<file path="src/rtl/bus_rr_arbiter_if.sv">
// bus_rr_arbiter_if
//   Bundles every signal between the round-robin bus arbiter and the driver
//   FIFOs of one bus segment.
//
//   master : the arbiter (drives pop/push/D_push/busy/grant/err/state_dbg)
//   slave  : the FIFO side (drives pndng/D_pop/full)
//
//   Handshake semantics:
//     transmit side: pndng[i] acts as "valid" and D_pop[i] is the head word
//     while pndng[i]=1. pop[i] is a one-cycle "take" strobe; the FIFO
//     advances its head at the rising edge that ends the pop cycle.
//     Receive side: full[i] is an inverted "ready". push[i] is only raised
//     toward a FIFO whose full bit was 0 at the edge that launched the push.
//     D_push is meaningful only while some push bit is 1.
//
//   Signals:
//     pndng     [DRVRS]          transmit FIFO i non-empty
//     D_pop     [DRVRS][PCKG]    head word of each transmit FIFO
//     pop       [DRVRS]          one-hot pop strobe
//     full      [DRVRS]          receive FIFO i full
//     push      [DRVRS]          push strobes (multi-hot for broadcast)
//     D_push    [PCKG]           packet on the bus
//     busy                       a packet is in flight
//     grant     [clog2(DRVRS)]   current or last source driver
//     err                        one-cycle drop pulse
//     state_dbg [2]              arbiter FSM state for observation
interface bus_rr_arbiter_if #(
  parameter int DRVRS = 4,
  parameter int PCKG  = 16
);
  localparam int GW = (DRVRS > 1) ? $clog2(DRVRS) : 1;

  logic [DRVRS-1:0]           pndng;
  logic [DRVRS-1:0][PCKG-1:0] D_pop;
  logic [DRVRS-1:0]           pop;
  logic [DRVRS-1:0]           full;
  logic [DRVRS-1:0]           push;
  logic [PCKG-1:0]            D_push;
  logic                       busy;
  logic [GW-1:0]              grant;
  logic                       err;
  logic [1:0]                 state_dbg;

  modport master (
    input  pndng, D_pop, full,
    output pop, push, D_push, busy, grant, err, state_dbg
  );

  modport slave (
    output pndng, D_pop, full,
    input  pop, push, D_push, busy, grant, err, state_dbg
  );
endinterface

</file>
<file path="src/rtl/bus_rr_arbiter.sv">
// bus_rr_arbiter
//   Round-robin scheduler for one shared bus segment. Picks one driver with a
//   pending packet, pops it, decodes the destination ID in the top 8 bits,
//   and pushes the packet to the destination receive FIFO, or to every other
//   driver for the broadcast ID. One packet in flight at a time.
//
//   Ports:
//     clk    rising-edge clock
//     reset  synchronous, active-low reset
//     bus    bus_rr_arbiter_if.master (see interface file for signal list)
//
//   All outputs come straight from flops. A push is launched at the edge
//   that closes POP (or a stall cycle), so the cycle showing push is still a
//   DELIVER cycle; the following edge returns to IDLE.
module bus_rr_arbiter #(
  parameter int         DRVRS = 4,
  parameter int         PCKG  = 16,
  parameter logic [7:0] BROD  = 8'hFF
) (
  input  logic               clk,
  input  logic               reset,
  bus_rr_arbiter_if.master   bus
);
  localparam int GW = (DRVRS > 1) ? $clog2(DRVRS) : 1;

  typedef enum logic [1:0] {
    IDLE    = 2'd0,
    POP     = 2'd1,
    DELIVER = 2'd2
  } state_t;

  state_t           state_q, state_n;
  logic [GW-1:0]    ptr_q, ptr_n;
  logic [GW-1:0]    grant_q, grant_n;
  logic [PCKG-1:0]  data_q, data_n;
  logic [PCKG-1:0]  d_push_q, d_push_n;
  logic [DRVRS-1:0] mask_q, mask_n;
  logic [DRVRS-1:0] pop_q, pop_n;
  logic [DRVRS-1:0] push_q, push_n;
  logic             busy_q;
  logic             err_q, err_n;

  // Winner search: rotate the pending vector so that bit 0 is the driver at
  // ptr, take the lowest set bit, then map the offset back to an index.
  logic [2*DRVRS-1:0] pend_dbl;
  logic [DRVRS-1:0]   pend_rot;
  logic               any_pend;
  logic [GW:0]        win_sum;
  logic [GW-1:0]      win;

  always_comb begin
    pend_dbl = {bus.pndng, bus.pndng} >> ptr_q;
    pend_rot = pend_dbl[DRVRS-1:0];
    any_pend = |bus.pndng;
    win_sum  = '0;
    for (int k = DRVRS - 1; k >= 0; k--) begin
      if (pend_rot[k]) win_sum = (GW+1)'(ptr_q) + (GW+1)'(k);
    end
    if (win_sum >= (GW+1)'(DRVRS)) win_sum = win_sum - (GW+1)'(DRVRS);
    win = win_sum[GW-1:0];
  end

  // Destination decode of the head word of the granted driver. An empty
  // mask means the packet must be dropped (out of range or self-addressed).
  logic [PCKG-1:0]  head;
  logic [7:0]       dest;
  logic [DRVRS-1:0] self_bit;
  logic [DRVRS-1:0] dec_mask;
  logic [GW-1:0]    next_ptr;

  always_comb begin
    head     = bus.D_pop[grant_q];
    dest     = head[PCKG-1:PCKG-8];
    self_bit = DRVRS'(1) << grant_q;
    if (dest == BROD) begin
      dec_mask = ~self_bit;
    end else if ((dest < 8'(DRVRS)) && (dest != 8'(grant_q))) begin
      dec_mask = DRVRS'(1) << dest;
    end else begin
      dec_mask = '0;
    end
    next_ptr = (grant_q == GW'(DRVRS - 1)) ? '0 : grant_q + GW'(1);
  end

  // Next-state and registered-output logic.
  always_comb begin
    state_n  = state_q;
    ptr_n    = ptr_q;
    grant_n  = grant_q;
    data_n   = data_q;
    mask_n   = mask_q;
    pop_n    = '0;
    push_n   = '0;
    d_push_n = d_push_q;
    err_n    = 1'b0;

    unique case (state_q)
      IDLE: begin
        if (any_pend) begin
          state_n = POP;
          grant_n = win;
          pop_n   = DRVRS'(1) << win;
        end
      end

      POP: begin
        data_n = head;
        if (dec_mask == '0) begin
          err_n   = 1'b1;
          ptr_n   = next_ptr;
          state_n = IDLE;
        end else begin
          mask_n  = dec_mask;
          state_n = DELIVER;
          if ((bus.full & dec_mask) == '0) begin
            push_n   = dec_mask;
            d_push_n = head;
            ptr_n    = next_ptr;
          end
        end
      end

      DELIVER: begin
        // A non-zero push_q means this cycle is the delivery cycle.
        if (push_q != '0) begin
          state_n = IDLE;
        end else if ((bus.full & mask_q) == '0) begin
          push_n   = mask_q;
          d_push_n = data_q;
          ptr_n    = next_ptr;
        end
      end

      default: state_n = IDLE;
    endcase
  end

  always_ff @(posedge clk) begin
    if (!reset) begin
      state_q  <= IDLE;
      ptr_q    <= '0;
      grant_q  <= '0;
      data_q   <= '0;
      mask_q   <= '0;
      pop_q    <= '0;
      push_q   <= '0;
      d_push_q <= '0;
      busy_q   <= 1'b0;
      err_q    <= 1'b0;
    end else begin
      state_q  <= state_n;
      ptr_q    <= ptr_n;
      grant_q  <= grant_n;
      data_q   <= data_n;
      mask_q   <= mask_n;
      pop_q    <= pop_n;
      push_q   <= push_n;
      d_push_q <= d_push_n;
      busy_q   <= (state_n != IDLE);
      err_q    <= err_n;
    end
  end

  assign bus.pop       = pop_q;
  assign bus.push      = push_q;
  assign bus.D_push    = d_push_q;
  assign bus.busy      = busy_q;
  assign bus.grant     = grant_q;
  assign bus.err       = err_q;
  assign bus.state_dbg = state_q;
endmodule
</file>
<file path="src/flat_wrapper.sv">
// flat-port wrapper written by rule: the top's interface ports become plain ports
module bus_rr_arbiter_flat 
#(
  parameter int         DRVRS = 4,
  parameter int         PCKG  = 16,
  parameter logic [7:0] BROD  = 8'hFF
)
  (clk, reset, bus_pndng, bus_D_pop, bus_full, bus_pop, bus_push, bus_D_push, bus_busy, bus_grant, bus_err, bus_state_dbg);
  bus_rr_arbiter_if #(.DRVRS(DRVRS), .PCKG(PCKG)) bus_i ();
  input  logic clk;
  input  logic reset;
  input wire logic [$bits(bus_i.pndng)-1:0] bus_pndng;
  input wire logic [$bits(bus_i.D_pop)-1:0] bus_D_pop;
  input wire logic [$bits(bus_i.full)-1:0] bus_full;
  output wire logic [$bits(bus_i.pop)-1:0] bus_pop;
  output wire logic [$bits(bus_i.push)-1:0] bus_push;
  output wire logic [$bits(bus_i.D_push)-1:0] bus_D_push;
  output wire logic [$bits(bus_i.busy)-1:0] bus_busy;
  output wire logic [$bits(bus_i.grant)-1:0] bus_grant;
  output wire logic [$bits(bus_i.err)-1:0] bus_err;
  output wire logic [$bits(bus_i.state_dbg)-1:0] bus_state_dbg;
  assign bus_i.pndng = bus_pndng;
  assign bus_i.D_pop = bus_D_pop;
  assign bus_i.full = bus_full;
  assign bus_pop = bus_i.pop;
  assign bus_push = bus_i.push;
  assign bus_D_push = bus_i.D_push;
  assign bus_busy = bus_i.busy;
  assign bus_grant = bus_i.grant;
  assign bus_err = bus_i.err;
  assign bus_state_dbg = bus_i.state_dbg;
  bus_rr_arbiter #(.DRVRS(DRVRS), .PCKG(PCKG), .BROD(BROD)) u_core (.clk(clk), .reset(reset), .bus(bus_i));
endmodule
</file>
<file path="config.mk">
export PLATFORM = sky130hd
export DESIGN_NAME = bus_rr_arbiter_flat
export DESIGN_NICKNAME = d
export VERILOG_FILES = /design/src/rtl/bus_rr_arbiter_if.sv /design/src/rtl/bus_rr_arbiter.sv /design/src/flat_wrapper.sv
export SDC_FILE = /design/constraint.sdc
export NUM_CORES = 1
export LEC_CHECK = 0
export BUFFER_PORTS_ARGS = -buffer_cell sky130_fd_sc_hd__buf_2
export CORE_UTILIZATION = 50
export CTS_CLUSTER_DIAMETER = 200
export DETAILED_ROUTE_END_ITERATION = 12
export PLACE_DENSITY = 0.8
export SKIP_LAST_GASP = 1
export SYNTH_ARGS = -nofsm -noshare
export SYNTH_HDL_FRONTEND = slang
export SYNTH_SLANG_ARGS = --single-unit
</file>
<file path="constraint.sdc">
create_clock -name clk -period 3.52 [get_ports clk]
set_input_delay 0.528 -clock clk [delete_from_list [all_inputs] [get_ports clk]]
set_output_delay 0.528 -clock clk [all_outputs]
set_load 0.02 [all_outputs]
</file>
Yosys cells after proc, flatten, opt, wreduce, memory -nomap -nowiden. Cells that the tools add are included.

Register bits after elaboration: 52. Input bits: 74. Output and inout bits: 30. Logic and storage cells: 81.

$add $sub $neg: 5. Magnitude comparators: 3. Equality and inequality tests: 10. Shift-type cells: 4. Mux-type cells: 30. Bitwise logic cells: 4. Reductions and logical operators: 15.

Operators with widths (count): 16-bit 2-to-1 mux (5); 16-bit binary-select mux with 2-bit select (1); 16-bit one-hot mux with 2 select lines (1); 4-bit 2-to-1 mux (6); 2-bit 2-to-1 mux (9); 4-bit logical NOT (3); 3-bit 2-to-1 mux (4); 4-bit AND (2); 8-bit == test, second input constant (1); 8-bit by 3-bit < comparator with 1-bit output, second input constant (1); 8-bit by 2-bit != test with 1-bit output (1); 4-bit one-hot mux with 2 select lines (1); 1-bit by 2-bit left shift with 4-bit output, first input constant (2); 1-bit by 8-bit left shift with 4-bit output, first input constant (1); 8-bit by 2-bit right shift with 4-bit output (1); 2-bit by 2-bit adder with 3-bit output, second input constant (2); 2-bit one-hot mux with 3 select lines (1); 2-bit AND reduction (3); 5-bit AND reduction (1); 2-bit == test, second input constant (2); 2-bit by 1-bit != test with 1-bit output, second input constant (2); 2-bit != test, second input constant (2); 4-bit inverter (1); 2-bit one-hot mux with 2 select lines (1); other kinds (16) (17).

Logic depth before layout (Yosys ltp). Gate-level depths: netlist (run 1).

Depth in word-level cells: 11. Gate-level depth with buffers: 10. Mapped depth without buffers: 7.

Worst setup path after synthesis (run 1). OpenSTA, ideal clock, no wires.

Path type: register -> register. Start point: register u_core.grant_q[0], in the netlist u_core.bus.grant[0]. End point: register u_core.d_push_q[15], in the netlist u_core.bus.D_push[15]. Library setup time: 0.087 ns. Arrival time: 3.247 ns. Data required time: 3.433 ns. Setup slack: 0.187 ns. Cell stages (with the launch flop): 10. Buffers on the path: 2. Clock period less this slack: 3.333 ns. Path through: dfxtp_1 -> buf_6 -> mux4_2 -> or4_4 -> a2111oi_4 -> a32o_2 -> a2111oi_4 -> a31o_4 -> buf_8 -> a221oi_2.

Word-level cells in the longest chain between the ends: 10. Elaborated cells between the ends (all ways): 20. Those cells by class: order compare (1); eq/ne (4); shift (2); mux (7); bitwise (2); reduce/logical (4).

RTL lines: start, declared (line bus_rr_arbiter.sv:34) `logic [GW-1:0] grant_q, grant_n;`; start signal, assigned (line bus_rr_arbiter.sv:153) `grant_q <= grant_n;`; 16-bit binary-select mux with 2-bit select (line bus_rr_arbiter.sv:72) `head = bus.D_pop[grant_q];`; 16-bit 2-to-1 mux (implied by the code) (line bus_rr_arbiter.sv:72); 8-bit by 3-bit < comparator with 1-bit output / 8-bit by 2-bit != test with 1-bit output (equally long branches) (line bus_rr_arbiter.sv:77) `end else if ((dest < 8'(DRVRS)) && (dest != 8'(grant_q))) begin`; 1-bit logical AND (line bus_rr_arbiter.sv:77); 4-bit 2-to-1 mux (line bus_rr_arbiter.sv:77); 4-bit 2-to-1 mux (line bus_rr_arbiter.sv:75) `if (dest == BROD) begin`; 4-bit AND (line bus_rr_arbiter.sv:115) `if ((bus.full & dec_mask) == '0) begin`; 4-bit logical NOT (line bus_rr_arbiter.sv:115); 2-bit by 1-bit != test with 1-bit output (no source line); 5-bit AND reduction (no source line); end signal, assigned (line bus_rr_arbiter.sv:158) `d_push_q <= d_push_n;`; end, declared (line bus_rr_arbiter.sv:36) `logic [PCKG-1:0] d_push_q, d_push_n;`.

Parallel ways exist; a longest one is shown, timed or not. The select of a mux whose other input is x is not followed. A chain may end at the register's enable or synchronous reset.

Worst setup path after layout (run 1).
Start point: register u_core.grant_q[0], in the netlist u_core.bus.grant[0]. End point: register u_core.d_push_q[0], in the netlist u_core.bus.D_push[0].

The elaborated chain is that of the path after synthesis.

==> metrics.yaml, run 1 <==
global_route:
  overflow: 0
  grt_start_max_net_pins: 35
  grt_usage_pct: 23.9
  grt_pass1_vias: 2659
  antenna_found_initial: 0
  grt_pass1_wl_um: 12100
drt:
  first_pass_iters: 4
  via_count: 2882
  finalWirelength_um: 7410
  wl_met1_um: 3180
  wl_met3_um: 422
  ant_nets: 0
  dr.first_iter.drc_count: 170
  drc: 0
  viasPerCell: 5.76
  top_layer: "met4"
  routedWlPerCell_um: 14.8
  wl_met2_um: 3670
placement:
  place_area_um2: 3630
  io_buffers: 103
  dpl_worst_slack_ps: 109
  detailed_place_hpwl_um: 5420
  gp_congestion: 0.904
yosys:
  ys_seq_area_share_pct: 34.0
  synth.top_cell.area_share_pct: 34.0
  netlist.top_cell.by_area: "dfxtp_1"
  ys_async_sr_fraction_pct: 0
  yosysWarnings: 0
  syn_inst: 326
  synth_seq_cells: 52
  syn_area_per_cell_um2: 9.38
  synth_area_um2: 3060
  synth.area.top_cells: "dfxtp_1 34%, nor2_1 8.1%, mux4_2 8.1%, mux2i_1 5.9%, a221oi_2 5.4%"
  netlist-cell-type-count: 45
  syn-num-nets: 408
  synth_edf_count: 0
  ys.flop_type: "dfxtp_1"
cts:
  clock_path_buffers: 2
  htreeDepth: 2
  cts_tree: "done"
  cts_sinks: 52
  cts_resized: 0
  clk_pin_slew_ps: 90
  cts_inserted_buffers: 5
  clock_latency_ps: 310
  clockRootBuffer: "clkbuf_8"
pwr:
  power_mw: 1.54
  switchingPower_uw: 483
  swShare_pct: 31.4
  seqPwrFrac_pct: 44.3
  p_clk_share_pct: 26.3
  p_per_area_nw_per_um2: 410
  leakage_nw: 1.59
  ir_drop_mv: 0.185
  internal-power_mw: 1.06
  combPwrFrac_pct: 29.4
die:
  ios: 104
  start_util_pct: 51.6
  die_w_um: 80.2
  rows: 28
  die_area_um2: 6430
  die_y_um: 80.2
  core-area_um2: 5920
finish:
  diodes: 0
  layout_commonest_cell: "buf_2"
  finish.instance_area_um2: 3750
  final_nets: 506
  drive_above_1_share_pct: 35.8
  area_delta_synth_final_pct: 22.7
  layout_common_cells: "103 x buf_2, 66 x nor2_1, 52 x dfxtp_1"
timing:
  drv_slew: 0
  layout_setup_ws_ps: 226
  fmax_mhz: 304
  finalSetupViolCount: 0
  period_minus_slack_ps: 3290
  rsz0062_at_grt: "false"
  fin_tns_setup_ps: 0
  finClkSkew_ps: 9.25
  tightest_slew_ps: 835
  hold_viol_final: 0
  fin_crit_sh_pct: 93.6
  relSlewSlack_pct: 44.3
run_status:
  status: "complete, no violations"
setup_path:
  r2r_start: "u_core.bus.grant[0]"
  required_ps: 3730
  crit_type: "reg -> reg"
  crit_path_end_kind: "register"
  startpoint_type: "register"
  crit_fanout: 16
  cp.arrival_ps: 3510
  reg2reg_slack_ps: 230
  crit_start: "u_core.bus.grant[0]"
min_path:
  min_path_type: "reg -> reg"
  hp-start: "u_core.data_q[7]"
flow_run:
  drv_cap: 0
[cell usage after synthesis (4+ instances only)]
master	count
nor2_1	66
dfxtp_1	52
nand2_1	32
mux2i_1	18
o21ai_0	18
clkbuf_1	13
a221oi_2	11
mux4_2	11
a21oi_1	10
inv_1	10
ha_1	8
nand3_1	8
nor2b_1	6
a221oi_1	5
buf_1	5
mux4_1	5
a22oi_1	4
o311ai_0	4
[cell type report]
class	instances	area [um2]
fillers	511	2170
multi-input cells	243	1880
flip-flops and latches	52	1040
repair buffers	112	596
well taps	75	93.8
clock buffers	6	72.6
inverters	10	37.5
clock inverters	2	35.0
[worst max-delay path, stage by stage (launching register included)]
cell	delay [ps]
dfxtp_1	500
mux4_1	660
or4_4	580
a2111oi_4	470
a32o_2	310
a2111oi_4	70
a31o_4	340
a221oi_1	270
[registers in the layout, indices dropped and copies added (netlist names)]
signal,count
u_core.bus.D_push,16
u_core.bus.busy,1
u_core.bus.err,1
u_core.bus.grant,2
u_core.bus.pop,4
u_core.bus.push,4
u_core.bus.state_dbg,2
u_core.data_q,16
u_core.mask_q,4
u_core.ptr_q,2
[path summary, 6_finish.rpt]
path	cells past startpoint	end
min	2	u_core.data_q[7]
min reg2reg	2	u_core.data_q[7]
max	7	u_core.bus.D_push[0]
max reg2reg	7	u_core.bus.D_push[0]
[power by group through the flow]
stage | Sequential (mW) | Clock (mW) | Combinational, mW
finish | 0.681 | 0.405 | 0.452
global route | 0.690 | 0.438 | 0.494
detailed placement | 0.695 | 0 | 0.450
global placement | 0.693 | 0 | 0.441
CTS | 0.681 | 0.412 | 0.453
floorplan | 0.724 | 0 | 0.288
[routing by layer]
layer | up-vias | global-route usage (%)
met2 | 103 | 40.3
met3 | 16 | 3.98
met5 | - | 0
li1 | 1398 | -
met4 | 0 | 8.93
met1 | 1365 | 30.5
[stage by stage]
| stage | hold slack, ps | std cells | utilization (%) |
|---|---|---|---|
| CTS | 490 | 499 | 63.1 |
| global placement | 468 | 491 | 61.2 |
| global route | 544 | 500 | 63.4 |
| floorplan | 450 | 326 | - |
| finish | 504 | 500 | 63.4 |
| detailed placement | 478 | 491 | 61.2 |
[kinds of logic after synthesis]
family | synth area share [%]
buffers and inverters | 4.54
and+or+nand+nor | 19.3
DFF | 34.0
muxes | 18.3
adders and majority gates | 3.27
AOI/OAI and AO/OA | 20.6
[repair_timing]
| item | CTS | global route |
|---|---|---|
| setup buffers | 0 | 1 |
| hold buffers | 0 | 0 |
| endpoints found under the setup margin | 0 | 16 |
No activity file was read; power rests on OpenSTA's default activity.
==> inputs of run 2 (changes only) <==
clock period = 3.3 ns   (was 3.52 ns; I/O delays follow)
==> metrics.yaml, run 2 (synthesis gave the netlist of run 1 again) <==
flow_run:
  drv_cap: 0  # unchanged
cts:
  clock_latency_ps: 300  # about the same
  clockRootBuffer: "clkbuf_8"
  cts_sinks: 52  # unchanged
  clock_path_buffers: 2  # unchanged
  clk_pin_slew_ps: 90  # about the same
  cts_inserted_buffers: 5  # unchanged
  htreeDepth: 2  # unchanged
  cts_tree: "done"
  hold_buffers: 0  # unchanged
min_path:
  min_path_type: "reg -> reg"
  worstHoldPathCells: 2  # unchanged
drt:
  drc: 0  # unchanged
  first_pass_iters: 5  # +1
  top_layer: "met4"
  finalWirelength_um: 7770  # +4.8%
  ant_nets: 0  # unchanged
  dr.first_iter.drc_count: 176  # +3.5%
  viasPerCell: 5.81  # +0.82%
  wl_met2_um: 3780  # +3.1%
  routedWlPerCell_um: 15.4  # +4.0%
  via_count: 2929  # +1.6%
  wl_met1_um: 3360  # +5.8%
  wl_met3_um: 459  # +8.8%
setup_path:
  crit_path_end_kind: "register"
  startpoint_type: "register"
  crit_type: "reg -> reg"
  slowest_stage: "mux4_1"
  required_ps: 3500  # -230 ps
  crit_fanout: 16  # unchanged
  cp.arrival_ps: 3410  # -100 ps
  path_depth: 7  # unchanged
  cpPeakStageDelay_ps: 620  # -40 ps
  crit_buf_inv: 0  # unchanged
  rr_worst_depth: 7  # unchanged
  path_common_cell: "a2111oi_4"
  crit_chain: "mux4_1, or4_4, a2111oi_4, a32o_2, a2111oi_4, a31o_4, a221oi_1"
  path_delay_family: "compound AO/OA/AOI/OAI gates"
timing:
  tightest_slew_ps: 779  # -55.8 ps
  period_minus_slack_ps: 3210  # -83.5 ps
  finClkSkew_ps: 9.07  # -0.173 ps
  hold_viol_final: 0  # unchanged
  finalSetupViolCount: 0  # unchanged
  fin_crit_sh_pct: 97.3  # +3.7 points
  rsz0062_at_grt: "true"
  fmax_mhz: 312  # +2.6%
  relSlewSlack_pct: 48.0  # +3.7 points
  fin_tns_setup_ps: 0  # unchanged
  drv_slew: 0  # unchanged
placement:
  place_area_um2: 3640  # +0.41%
  gp_congestion: 0.858  # -5.0%
  io_buffers: 103  # unchanged
  detailed_place_hpwl_um: 5710  # +5.3%
global_route:
  grt_start_max_net_pins: 24  # -31%
  antenna_found_initial: 0  # unchanged
  grt_pass1_vias: 2720  # +2.3%
  overflow: 0  # unchanged
  grt_pass1_wl_um: 12200  # +1.0%
  grt_usage_pct: 24.4  # +0.45 points
die:
  die_w_um: 80.2  # unchanged
  start_util_pct: 51.6  # unchanged
  core-area_um2: 5920  # unchanged
  rows: 28  # unchanged
  ios: 104  # unchanged
  die_y_um: 80.2  # unchanged
  die_area_um2: 6430  # unchanged
finish:
  area_delta_synth_final_pct: 23.0
  layout_common_cells: "103 x buf_2, 66 x nor2_1, 51 x dfxtp_1"
  drive_above_1_share_pct: 36.6  # +0.83 points
  fillers: 502  # -1.8%
  seqCellArea_um2: 1040  # +0.36%
  finish.instance_area_um2: 3760  # +0.17%
  layout_commonest_cell: "buf_2"
  diodes: 0  # unchanged
  multiInputGateArea_um2: 1880  # +0.13%
  final_nets: 510  # +0.79%
pwr:
  p_per_area_nw_per_um2: 423  # +3.2%
  combPwrFrac_pct: 30.9  # +1.5 points
  internal-power_mw: 1.08  # +2.0%
  p_clk_share_pct: 23.3  # -3.0 points
  ir_drop_mv: 0.207  # +12%
  switchingPower_uw: 514  # +6.4%
  leakage_nw: 1.60  # +0.25%
  swShare_pct: 32.3  # +0.92 points
  seqPwrFrac_pct: 45.9  # +1.6 points
run_status:
  status: "complete, no violations"
## run 2: worst paths after layout
| kind | end | start | slack (ps) |
|---|---|---|---|
| max reg2reg | u_core.bus.D_push[3] | u_core.bus.grant[0] | 90 |
| min | u_core.data_q[4] | u_core.data_q[4] | 500 |
| min reg2reg | u_core.data_q[4] | u_core.data_q[4] | 500 |
| max | u_core.bus.D_push[3] | u_core.bus.grant[0] | 90 |
## run 2: worst reg2reg max path: cells and delay by family (launching register included)
| kind | cells | cell delay, ps |
|---|---|---|
| AOI/OAI and AO/OA | 5 | 1480 |
| DFF | 1 | 440 |
| muxes | 1 | 630 |
| and+or+nand+nor | 1 | 570 |
## run 2: metal layers
layer	global-route usage, %	vias up
met1	29.8	1393
met2	43.2	119
li1	-	1398
met3	3.30	19
met5	0	-
met4	9.11	0
## run 2: power groups by stage
| stage | registers [mW] | clock network, mW | logic (mW) |
|---|---|---|---|
| after floorplan | 0.772 | 0 | 0.308 |
| after global placement | 0.741 | 0 | 0.474 |
| after detailed placement | 0.742 | 0 | 0.488 |
| after CTS | 0.728 | 0.378 | 0.491 |
| after global routing | 0.737 | 0.403 | 0.533 |
| final | 0.729 | 0.370 | 0.491 |
## run 2: metrics by stage
stage | instances | power, mW | hold slack [ps] | utilization, % | setup slack, ps
floorplan | 326 | 1.08 | 450 | - | 3.41
global placement | 493 | 1.21 | 467 | 61.5 | 23.3
detailed placement | 493 | 1.23 | 481 | 61.5 | -91.4
CTS | 503 | 1.60 | 493 | 63.3 | 75.1
global route | 504 | 1.67 | 524 | 63.5 | -48.4
finish | 504 | 1.59 | 501 | 63.5 | 89.9
## run 2: layout make-up
class | instances | share of cell area (%)
Inverter | 10 | 0.998
Sequential cell | 52 | 27.8
Clock buffer | 8 | 2.40
Timing Repair Buffer | 116 | 16.3
Tap cell | 75 | 2.50
Multi-Input combinational cell | 243 | 50.0
## run 2: repair_timing
action | 4_1_cts | 5_1_grt
gates resized for setup | 1 | 2
pin swaps | 1 | 2
setup buffers | 2 | 1
setup endpoints to repair | 16 | 18
==> inputs of run 3 (changes only) <==
CORE_ASPECT_RATIO = 1.25   (was not set)
CORE_UTILIZATION = 51   (was 50)
PLACE_DENSITY = 0.81   (was 0.8)
SETUP_SLACK_MARGIN = 0.4   (was not set)
==> metrics.yaml, run 3 (synthesis gave the netlist of run 1 again) <==
run_status:
  status: "complete, but fails checks"
  violations: "design-rule violations"
cts:
  cts_inserted_buffers: 5  # unchanged
  clock_latency_ps: 310  # about the same
  cts_tree: "done"
  clockRootBuffer: "clkbuf_8"
  clock_path_buffers: 2  # unchanged
  clk_pin_slew_ps: 100  # about the same
  htreeDepth: 2  # unchanged
  hold_buffers: 0  # unchanged
  cts_sinks: 52  # unchanged
drt:
  drc: 5  # +5
  ant_nets: 0  # unchanged
  first_pass_iters: 10  # +5
  finalWirelength_um: 8600  # +11%
  via_count: 3028  # +3.4%
  routedWlPerCell_um: 17.2  # +11%
  dr.first_iter.drc_count: 217  # +23%
  viasPerCell: 6.04  # +4.0%
placement:
  detailed_place_hpwl_um: 5900  # +3.3%
  place_inst: 481  # -2.4%
  gp_congestion: 0.917  # +6.8%
  dpl_worst_slack_ps: 25.2  # +117 ps
  io_buffers: 103  # unchanged
global_route:
  grt_pass1_wl_um: 13200  # +8.1%
  grt_pass1_vias: 2782  # +2.3%
  grt_usage_pct: 27.0  # +2.7 points
  antenna_found_initial: 0  # unchanged
  overflow: 0  # unchanged
  grt_start_max_net_pins: 32  # +33%
min_path:
  hold_path_end: "u_core.mask_q[2]"
  worstHoldPathCells: 2  # unchanged
  min_path_type: "reg -> reg"
  hp-start: "u_core.mask_q[2]"
die:
  core-area_um2: 5780  # -2.4%
  start_util_pct: 52.9  # +1.3 points
  ios: 104  # unchanged
  die_area_um2: 6310  # -1.9%
  rows: 31  # +11%
  die_y_um: 88.6  # +10%
  die_w_um: 71.3  # -11%
finish:
  layout_common_cells: "103 x buf_2, 66 x nor2_1, 50 x dfxtp_1"
  final_util_pct: 67.4  # +3.9 points
  instances_no_fill: 501  # -0.60%
  layout_commonest_cell: "buf_2"
  final_nets: 517  # +1.4%
  fillers: 468  # -6.8%
  diodes: 0  # unchanged
  drive_above_1_share_pct: 40.9  # +4.3 points
  area_delta_synth_final_pct: 27.5
setup_path:
  rr_worst_depth: 9  # +2
  required_ps: 3530  # +30 ps
  crit_path_end_kind: "register"
  cp.arrival_ps: 3190  # -220 ps
  startpoint_type: "register"
  crit_type: "reg -> reg"
  r2r_start: "u_core.bus.grant[0]"
  crit_start: "u_core.bus.grant[0]"
  reg2reg_to: "u_core.bus.D_push[13]"
  reg2reg_slack_ps: 340  # +250 ps
  crit_fanout: 8  # -8
timing:
  finClkSkew_ps: 6.68  # -2.40 ps
  fin_tns_setup_ps: 0  # unchanged
  drv_slew: 0  # unchanged
  fmax_mhz: 338  # +8.6%
  period_minus_slack_ps: 2960  # -253 ps
  rsz0062_at_grt: "true"
  fin_crit_sh_pct: 89.6  # -7.7 points
  relSlewSlack_pct: 51.3  # +3.3 points
  hold_viol_final: 0  # unchanged
  finalSetupViolCount: 0  # unchanged
  tightest_slew_ps: 724  # -55.3 ps
  layout_setup_ws_ps: 343  # +253 ps
pwr:
  combPwrFrac_pct: 32.4  # +1.5 points
  seqPwrFrac_pct: 44.3  # -1.6 points
  p_clk_share_pct: 23.3  # about the same
  swShare_pct: 33.5  # +1.2 points
  internal-power_mw: 1.09  # +1.7%
  ir_drop_mv: 0.237  # +14%
  leakage_nw: 1.65  # +3.3%
  p_per_area_nw_per_um2: 422  # -0.12%
  switchingPower_uw: 552  # +7.5%
flow_run:
  drv_cap: 0  # unchanged
[run 3: changes by cell type in the layout (fill, tap and decap cells not counted), moves of 2 or more]
cell | previous run | this run
a221oi_1 | 5 | 0
a221oi_2 | 11 | 16
buf_6 | 0 | 2
buf_8 | 0 | 2
clkbuf_1 | 2 | 0
mux4_1 | 5 | 0
mux4_2 | 11 | 16
[run 3: how the worst max path moves through the flow]
stage / cells after the start / slack, ps / to
after floorplan: 9 / 270 / u_core.bus.D_push[15]
after global placement: 8 / 130 / u_core.bus.D_push[4]
after detailed placement: 7 / 30 / u_core.bus.D_push[4]
after CTS: 9 / 300 / u_core.bus.D_push[11]
after global routing: 9 / 250 / u_core.bus.D_push[13]
final: 9 / 340 / u_core.bus.D_push[13]
[run 3: layout make-up]
class	instances	area [um2]	area share, %
sequential	52	1050	26.8
clock inverter	1	8.76	0.225
timing repair buffer	122	711	18.2
multi-input combinational	244	1930	49.5
inverter	10	37.5	0.963
tap	66	82.6	2.12
clock buffer	6	82.6	2.12
[run 3: power groups by stage]
stage / combinational, mW / clock [mW] / sequential [mW]
2_1_floorplan: 0.310 / 0 / 0.773
3_3_place_gp: 0.465 / 0 / 0.741
3_5_place_dp: 0.480 / 0 / 0.744
4_1_cts: 0.513 / 0.380 / 0.727
5_1_grt: 0.575 / 0.414 / 0.737
6_report: 0.533 / 0.384 / 0.729
[run 3: through the flow]
| step | total power, mW | hold WS [ps] | cell area, um2 |
|---|---|---|---|
| detailed placement | 1.22 | 485 | 3610 |
| finish | 1.65 | 499 | 3900 |
| CTS | 1.62 | 499 | 3820 |
| floorplan | 1.08 | 450 | 3070 |
| global placement | 1.21 | 469 | 3610 |
| global route | 1.73 | 518 | 3900 |
[run 3: timing repair]
| action | in CTS | in global routing |
|---|---|---|
| setup buffers | 11 | 0 |
| resized for setup | 7 | 15 |
| endpoints found under the setup margin | 27 | 27 |
| cloned | 1 | 1 |
| pin swaps | 9 | 12 |
| endpoints found under the hold margin | 0 | 0 |
[run 3: worst max-delay path, cell delays in order, from the launching register on]
cell and delay [ps]:
dfxtp_4 420, mux4_2 540, or4_4 560, a2111oi_4 210
buf_6 180, a32o_2 200, a2111oi_4 70, buf_4 170
a31o_4 270, a221oi_2 260
[run 3: routing by layer]
metal | vias up | GRT usage [%] | wire length [um]
li1 | 1416 | - | -
met1 | 1473 | 32.6 | 3470
met2 | 117 | 48.5 | 4470
met3 | 22 | 3.64 | 421
met4 | 0 | 11.3 | 250
met5 | - | 0 | 0
